===== src/rtl/vm_pkg.sv =====
// Shared vending-machine definitions: coin values, change-dispenser FSM
// states and the one-hot coin-select type used by the credit and change logic.
package vm_pkg;

  // Coin values in cents.
  localparam int unsigned COIN_DOLLAR  = 100;
  localparam int unsigned COIN_QUARTER = 25;
  localparam int unsigned COIN_DIME    = 10;
  localparam int unsigned COIN_NICKEL  = 5;

  typedef enum logic [2:0] {
    ST_IDLE   = 3'd0,
    ST_SELECT = 3'd1,
    ST_PULSE  = 3'd2,
    ST_GAP    = 3'd3,
    ST_DONE   = 3'd4
  } disp_state_e;

  // One-hot coin select; dollar is the MSB so the packed value reads {D,Q,Di,N}.
  typedef struct packed {
    logic dollar;
    logic quarter;
    logic dime;
    logic nickel;
  } coin_sel_t;

  // Value in cents of a one-hot coin select (zero when nothing is selected).
  function automatic int unsigned coin_value(input coin_sel_t sel);
    int unsigned val;
    val = 0;
    if (sel.dollar)       val = COIN_DOLLAR;
    else if (sel.quarter) val = COIN_QUARTER;
    else if (sel.dime)    val = COIN_DIME;
    else if (sel.nickel)  val = COIN_NICKEL;
    return val;
  endfunction

endpackage


===== src/rtl/dispense_timer.sv =====
// Loadable down-counter that reports expiry; times eject pulses and gaps.
// Ports:
//   clk, rst_n   clock, asynchronous active-low reset
//   load_i       load load_val_i this cycle (takes priority over counting)
//   load_val_i   cycles-minus-one to time
//   expired_c_o  combinational: counter has reached zero
module dispense_timer #(
  parameter int unsigned CNT_W = 2
) (
  input  logic             clk,
  input  logic             rst_n,
  input  logic             load_i,
  input  logic [CNT_W-1:0] load_val_i,
  output logic             expired_c_o
);

  logic [CNT_W-1:0] cnt_q, cnt_d;

  // Load wins; otherwise count down and park at zero.
  always_comb begin
    cnt_d = cnt_q;
    if (load_i) begin
      cnt_d = load_val_i;
    end else if (cnt_q != '0) begin
      cnt_d = cnt_q - CNT_W'(1);
    end
  end

  always_ff @(posedge clk or negedge rst_n) begin
    if (!rst_n) begin
      cnt_q <= '0;
    end else begin
      cnt_q <= cnt_d;
    end
  end

  assign expired_c_o = (cnt_q == '0);

endmodule


===== src/rtl/change_dispenser.sv =====
// Change dispenser: turns a change amount in cents into greedy coin-eject
// pulses (dollar, quarter, dime, nickel), then strobes done with the coin
// count and an odd-cents flag for the 0-4 cent residue that cannot be paid.
// Ports:
//   clk, rst_n                 clock, asynchronous active-low reset
//   req_valid, req_amt         change request (held until req_ready)
//   req_ready                  high only while idle
//   eject_dollar/quarter/
//   eject_dime/nickel          one-hot (or zero) eject pulses
//   busy                       acceptance through the done cycle
//   done                       one-cycle completion strobe
//   odd_cents, coins_out       transaction results, valid with done
// Optional build macro CHANGE_INVENTORY_EN adds per-coin stock tracking:
//   stock_load                 reload all stocks (deferred until idle)
//   shortfall, shortfall_amt   unpayable remainder, valid with done
module change_dispenser
  import vm_pkg::*;
#(
  parameter int unsigned AMT_W        = 9,
  parameter int unsigned PULSE_CYCLES = 4,
  parameter int unsigned GAP_CYCLES   = 2
`ifdef CHANGE_INVENTORY_EN
  ,
  parameter int unsigned STOCK_W      = 6,
  parameter int unsigned STOCK_INIT   = 40
`endif
) (
  input  logic             clk,
  input  logic             rst_n,
  input  logic             req_valid,
  input  logic [AMT_W-1:0] req_amt,
  output logic             req_ready,
  output logic             eject_dollar,
  output logic             eject_quarter,
  output logic             eject_dime,
  output logic             eject_nickel,
  output logic             busy,
  output logic             done,
  output logic             odd_cents,
  output logic [3:0]       coins_out
`ifdef CHANGE_INVENTORY_EN
  ,
  input  logic             stock_load,
  output logic             shortfall,
  output logic [AMT_W-1:0] shortfall_amt
`endif
);

  localparam int unsigned TMR_MAX = (PULSE_CYCLES > GAP_CYCLES) ? PULSE_CYCLES : GAP_CYCLES;
  localparam int unsigned TMR_W   = (TMR_MAX > 1) ? $clog2(TMR_MAX) : 1;

  localparam logic [AMT_W-1:0] AMT_DOLLAR  = AMT_W'(COIN_DOLLAR);
  localparam logic [AMT_W-1:0] AMT_QUARTER = AMT_W'(COIN_QUARTER);
  localparam logic [AMT_W-1:0] AMT_DIME    = AMT_W'(COIN_DIME);
  localparam logic [AMT_W-1:0] AMT_NICKEL  = AMT_W'(COIN_NICKEL);

  disp_state_e      state_q, state_d;
  logic [AMT_W-1:0] rem_q, rem_d;
  logic [3:0]       coins_q, coins_d;
  logic             odd_q, odd_d;
  coin_sel_t        eject_q, eject_d;
  logic             ready_q, ready_d;
  logic             busy_q, busy_d;
  logic             done_q, done_d;

  logic             tmr_load;
  logic [TMR_W-1:0] tmr_val;
  logic             tmr_expired;

  coin_sel_t        avail;
  coin_sel_t        pick;
  logic [AMT_W-1:0] pick_amt;
  logic             take_coin;

`ifdef CHANGE_INVENTORY_EN
  logic             sf_q, sf_d;
  logic [AMT_W-1:0] sf_amt_q, sf_amt_d;
`endif

  dispense_timer #(
    .CNT_W (TMR_W)
  ) u_timer (
    .clk         (clk),
    .rst_n       (rst_n),
    .load_i      (tmr_load),
    .load_val_i  (tmr_val),
    .expired_c_o (tmr_expired)
  );

  // Greedy pick: largest available coin not exceeding the remainder.
  always_comb begin
    pick = '0;
    if (avail.dollar && (rem_q >= AMT_DOLLAR)) begin
      pick.dollar = 1'b1;
    end else if (avail.quarter && (rem_q >= AMT_QUARTER)) begin
      pick.quarter = 1'b1;
    end else if (avail.dime && (rem_q >= AMT_DIME)) begin
      pick.dime = 1'b1;
    end else if (avail.nickel && (rem_q >= AMT_NICKEL)) begin
      pick.nickel = 1'b1;
    end
    pick_amt = AMT_W'(coin_value(pick));
  end

  // Next-state and registered-output logic.
  always_comb begin
    state_d   = state_q;
    rem_d     = rem_q;
    coins_d   = coins_q;
    odd_d     = odd_q;
    eject_d   = '0;
    tmr_load  = 1'b0;
    tmr_val   = '0;
    take_coin = 1'b0;
`ifdef CHANGE_INVENTORY_EN
    sf_d      = sf_q;
    sf_amt_d  = sf_amt_q;
`endif

    unique case (state_q)
      ST_IDLE: begin
        if (req_valid) begin
          state_d  = ST_SELECT;
          rem_d    = req_amt;
          odd_d    = ((req_amt % AMT_NICKEL) != '0);
          coins_d  = '0;
`ifdef CHANGE_INVENTORY_EN
          sf_d     = 1'b0;
          sf_amt_d = '0;
`endif
        end
      end
      ST_SELECT: begin
        if (pick != '0) begin
          state_d   = ST_PULSE;
          take_coin = 1'b1;
          rem_d     = rem_q - pick_amt;
          coins_d   = (coins_q == 4'hF) ? coins_q : coins_q + 4'd1;
          eject_d   = pick;
          tmr_load  = 1'b1;
          tmr_val   = TMR_W'(PULSE_CYCLES - 1);
        end else begin
          state_d = ST_DONE;
`ifdef CHANGE_INVENTORY_EN
          // Payable amount left but every fitting coin is out of stock.
          if (rem_q >= AMT_NICKEL) begin
            sf_d     = 1'b1;
            sf_amt_d = rem_q;
          end
`endif
        end
      end
      ST_PULSE: begin
        eject_d = eject_q;
        if (tmr_expired) begin
          state_d  = ST_GAP;
          eject_d  = '0;
          tmr_load = 1'b1;
          tmr_val  = TMR_W'(GAP_CYCLES - 1);
        end
      end
      ST_GAP: begin
        if (tmr_expired) begin
          state_d = ST_SELECT;
        end
      end
      ST_DONE: begin
        state_d = ST_IDLE;
      end
      default: begin
        state_d = ST_IDLE;
      end
    endcase

    // Status outputs are registered from the next state so they align with it.
    ready_d = (state_d == ST_IDLE);
    busy_d  = (state_d != ST_IDLE);
    done_d  = (state_d == ST_DONE);
  end

  always_ff @(posedge clk or negedge rst_n) begin
    if (!rst_n) begin
      state_q <= ST_IDLE;
      rem_q   <= '0;
      coins_q <= '0;
      odd_q   <= 1'b0;
      eject_q <= '0;
      ready_q <= 1'b1;
      busy_q  <= 1'b0;
      done_q  <= 1'b0;
    end else begin
      state_q <= state_d;
      rem_q   <= rem_d;
      coins_q <= coins_d;
      odd_q   <= odd_d;
      eject_q <= eject_d;
      ready_q <= ready_d;
      busy_q  <= busy_d;
      done_q  <= done_d;
    end
  end

`ifdef CHANGE_INVENTORY_EN
  // Stock per coin, index order matches coin_sel_t bits {D,Q,Di,N}.
  logic [3:0][STOCK_W-1:0] stock_q, stock_d;
  logic                    load_pend_q, load_pend_d;
  logic [3:0]              pick_v;
  logic [3:0]              avail_v;

  assign pick_v = pick;

  // Reloads only take effect while idle; a request seen while busy is held.
  always_comb begin
    stock_d     = stock_q;
    load_pend_d = load_pend_q;
    if (state_q == ST_IDLE) begin
      load_pend_d = 1'b0;
      if (stock_load || load_pend_q) begin
        for (int i = 0; i < 4; i++) begin
          stock_d[i] = STOCK_W'(STOCK_INIT);
        end
      end
    end else begin
      load_pend_d = load_pend_q | stock_load;
      if (take_coin) begin
        for (int i = 0; i < 4; i++) begin
          if (pick_v[i]) begin
            stock_d[i] = stock_q[i] - STOCK_W'(1);
          end
        end
      end
    end
    for (int i = 0; i < 4; i++) begin
      avail_v[i] = (stock_q[i] != '0);
    end
  end

  always_ff @(posedge clk or negedge rst_n) begin
    if (!rst_n) begin
      for (int i = 0; i < 4; i++) begin
        stock_q[i] <= STOCK_W'(STOCK_INIT);
      end
      load_pend_q <= 1'b0;
      sf_q        <= 1'b0;
      sf_amt_q    <= '0;
    end else begin
      stock_q     <= stock_d;
      load_pend_q <= load_pend_d;
      sf_q        <= sf_d;
      sf_amt_q    <= sf_amt_d;
    end
  end

  assign avail         = coin_sel_t'(avail_v);
  assign shortfall     = sf_q;
  assign shortfall_amt = sf_amt_q;
`else
  // Unlimited stock: every denomination is always available.
  assign avail = '1;
`endif

  assign req_ready     = ready_q;
  assign busy          = busy_q;
  assign done          = done_q;
  assign odd_cents     = odd_q;
  assign coins_out     = coins_q;
  assign eject_dollar  = eject_q.dollar;
  assign eject_quarter = eject_q.quarter;
  assign eject_dime    = eject_q.dime;
  assign eject_nickel  = eject_q.nickel;

endmodule


===== config.mk =====
export PLATFORM = sky130hd
export DESIGN_NAME = change_dispenser
export DESIGN_NICKNAME = d
export VERILOG_FILES = /design/src/rtl/vm_pkg.sv /design/src/rtl/dispense_timer.sv /design/src/rtl/change_dispenser.sv
export SDC_FILE = /design/constraint.sdc
export NUM_CORES = 1
export LEC_CHECK = 0
export ABC_AREA = 1
export CAP_MARGIN = 20
export CELL_PAD_IN_SITES_DETAIL_PLACEMENT = 0
export CELL_PAD_IN_SITES_GLOBAL_PLACEMENT = 1
export CORE_MARGIN = 2
export CORE_UTILIZATION = 42
export CTS_BUF_LIST = sky130_fd_sc_hd__clkbuf_8
export DETAILED_ROUTE_END_ITERATION = 7
export HOLD_SLACK_MARGIN = 0.15
export PLACE_DENSITY = 0.83
export SYNTH_ARGS = -nofsm -noshare
export SYNTH_HDL_FRONTEND = slang
export SYNTH_SLANG_ARGS = --single-unit
export TNS_END_PERCENT = 50

===== constraint.sdc =====
create_clock -name clk -period 3.5 [get_ports clk]
set_input_delay 0.7 -clock clk [delete_from_list [all_inputs] [get_ports clk]]
set_output_delay 0.7 -clock clk [all_outputs]
set_load 0.02 [all_outputs]

==> results.py <==
metrics = {
    "run_status": {
        "outcome": "completed",
    },
    "final_layout": {
        "stdcell_count": 388,
        "area_growth_pct": 19.6,
        "stdcell_area_um2": 2470,
        "finish.net_count": 344,
        "drive_gt1_share_pct": 13.1,
        "diodes": 0,
    },
    "power": {
        "power_frac_clock_pct": 13.3,
        "switching_share_pct": 46.0,
        "power_density_nw_per_um2": 768,
        "comb_power_share_pct": 60.2,
        "vdd_drop_max_mv": 0.272,
        "power_switching_mw": 0.871,
        "pwr-share-seq_pct": 26.5,
        "internal_power_mw": 1.02,
        "power_leakage_nw": 1.24,
    },
    "drt": {
        "wl_per_cell_um": 10.7,
        "final_antenna_net_count": 0,
        "routed_via_density": 4.86,
        "drt-initial-drc-count": 92,
        "drc": 0,
        "wl_um": 4140,
        "num_vias": 1884,
        "dr.pass1.iters": 4,
    },
    "synth": {
        "synthDistinctLibCells": 35,
        "syn_nets": 315,
        "syn_area_per_cell_um2": 7.05,
        "ys_warn_count": 0,
        "netlist_instances": 293,
        "ys_ff_latch": 26,
        "synth_edf_count": 0,
        "synthArstFlopShare_pct": 100,
        "synthFlopType": "dfrtp_1",
        "synth_area_um2": 2060,
        "yosysSeqAreaShare_pct": 31.6,
    },
    "die": {
        "die_h_um": 74.1,
        "rows": 25,
        "start_util_pct": 43.7,
        "fp.coreArea_um2": 4720,
        "die_area_um2": 5490,
        "die_w_um": 74.1,
        "pin_count": 24,
    },
    "sta": {
        "maxSlewViolCount": 0,
        "finalCritPeriodShare_pct": 89.8,
        "period_needed_ns": 3.14,
        "fin_skew_ns": 0.00289,
        "fmax_mhz": 318,
        "finalHoldViolations": 0,
        "setup_tns_ns": 0,
        "rsz0062_at_grt": "no",
        "max_slew_margin_pct": 64.3,
        "setup_viol": 0,
        "worst_pin_slew_ns": 0.535,
    },
    "global_routing": {
        "grt_pass1_vias": 1715,
        "grt_max_degree": 27,
        "track_usage_pct": 16.8,
        "grt_pass1_wl_um": 7390,
        "antenna_found_initial": 0,
        "grt_overflow_total": 0,
    },
    "placed_design": {
        "hpwlAfterDp_um": 3290,
        "io_buffer_count": 23,
        "dpl-instance-area_um2": 2390,
        "gp_congestion": 0.750,
        "placed_cells": 384,
    },
    "critical_path": {
        "setup.worst_path.start_class": "input port",
        "cp_common_cell": "nand2_1",
        "worstSetupEndpointType": "register",
        "crit_type": "in2reg",
        "cp_data_required_time_ns": 3.67,
        "cp_max_fo": 5,
        "critPathArrivalTime_ns": 3.31,
        "slowest_delay_ns": 0.56,
        "critPathSlowestCell": "clkdlybuf4s50_1",
    },
    "cts": {
        "clkSinkCount": 26,
        "cts_setup_buffers": 0,
        "tritoncts": "yes",
        "cts_root_buf": "clkbuf_8",
        "clkTransAtPathRegs_ns": 0.09,
        "numCtsBuffers": 3,
        "clkLatencyLatePin_ns": 0.27,
        "htree_num_levels": 1,
        "clk_path_buf_depth": 2,
    },
    "run": {
        "maxCapViolCount": 0,
    },
    "min_path": {
        "hold_path.class": "reg2reg",
    },
}
-- flip-flops by register name, indices dropped and copies added (netlist names) --
register       flops
busy               1
odd_cents          1
eject_quarter      1
u_timer.cnt_q      2
coins_out          4
done               1
state_q            3
eject_dime         1
rem_q              9
req_ready          1
eject_nickel       1
eject_dollar       1
-- cell families (layout without fill, tap and decap cells) --
family | after synthesis | after routing | share of synthesized area (%)
xor+xnor | 5 | 5 | 2.12
flops | 26 | 26 | 31.6
buf+inv | 53 | 81 | 9.64
fa+ha+maj | 10 | 10 | 6.42
simple gates | 140 | 140 | 33.1
compound gates | 59 | 59 | 17.2
-- final cells by class --
cell class	count	area, um^2
inverter	51	191
tap	67	83.8
fill	493	2250
sequential	26	652
timing repair buffer	26	253
clock buffer	3	41.3
clock inverter	1	30.0
multi-input combinational	214	1220
-- timing repair --
action                     4_1_cts  5_1_grt
gates resized for setup          0        1
setup endpoints to repair        0        1
hold buffers                     0        0
-- per-stage QoR --
step	worst slack, ns	total power, mW	hold WS (ns)	utilization [%]
after floorplan	0.814	1.36	0.404	-
after global placement	0.0627	1.64	0.470	50.7
after detailed placement	0.0672	1.65	0.476	50.7
after CTS	0.350	1.91	0.498	52.2
after global routing	0.0846	2.12	0.536	52.3
final	0.358	1.90	0.497	52.3
-- synthesized netlist by cell type (all sizes together) (2+ instances only) --
master,number,area [um^2]
xnor2,2,17.5
o21ai,25,125
xor2,3,26.3
o21a,2,15.0
o21bai,2,15.0
nand4,2,12.5
nor2,24,90.1
dfrtp,25,626
nand3,27,160
nand2,79,374
inv,50,188
a21oi,15,75.1
nor3,5,25.0
clkbuf,2,7.51
o211ai,4,30.0
a31oi,4,25.0
ha,9,113
-- worst max-delay path, delay by kind of cell --
family,cells,cell delay [ns]
AO/OA/AOI/OAI,2,0.35
buffers and inverters,2,0.63
AND/OR/NAND/NOR,21,1.61
-- routing by layer --
metal / routed length [um] / part of all wire, % / vias to the layer above / GRT usage (%)
li1: - / - / 1014 / -
met3: 118 / 2.9 / 2 / 1.63
met4: 31 / 0.75 / 0 / 4.24
met1: 2010 / 49 / 837 / 22.0
met2: 1970 / 48 / 31 / 29.6
met5: 0 / 0 / - / 0
-- cell usage in the layout, fill, tap and decap left out, drive strengths merged, types with 5 or more instances in the layout --
| master | instances |
|---|---|
| dfrtp | 25 |
| inv | 50 |
| a21oi | 15 |
| nand3 | 27 |
| o21ai | 25 |
| nor3 | 5 |
| nor2 | 24 |
| clkdlybuf4s50 | 23 |
| ha | 9 |
| nand2 | 79 |
-- power groups by stage --
stage / registers [mW] / clock network, mW / logic, mW
global route: 0.519 / 0.273 / 1.32
floorplan: 0.541 / 0 / 0.814
finish: 0.502 / 0.253 / 1.14
CTS: 0.502 / 0.259 / 1.15
detailed placement: 0.509 / 0 / 1.14
global placement: 0.507 / 0 / 1.14
-- worst paths after layout --
check,start,end,slack [ns],cells past startpoint
worst min register to register,odd_cents,odd_cents,0.50,2
worst min-delay path,odd_cents,odd_cents,0.50,2
worst max register to register,rem_q[7],rem_q[8],0.51,19
min in group asynchronous,rst_n,busy,0.79,2
max in group asynchronous,rst_n,req_ready,2.40,2
worst max-delay path,req_amt[6],odd_cents,0.36,25
(Power assumes the default switching activity.)
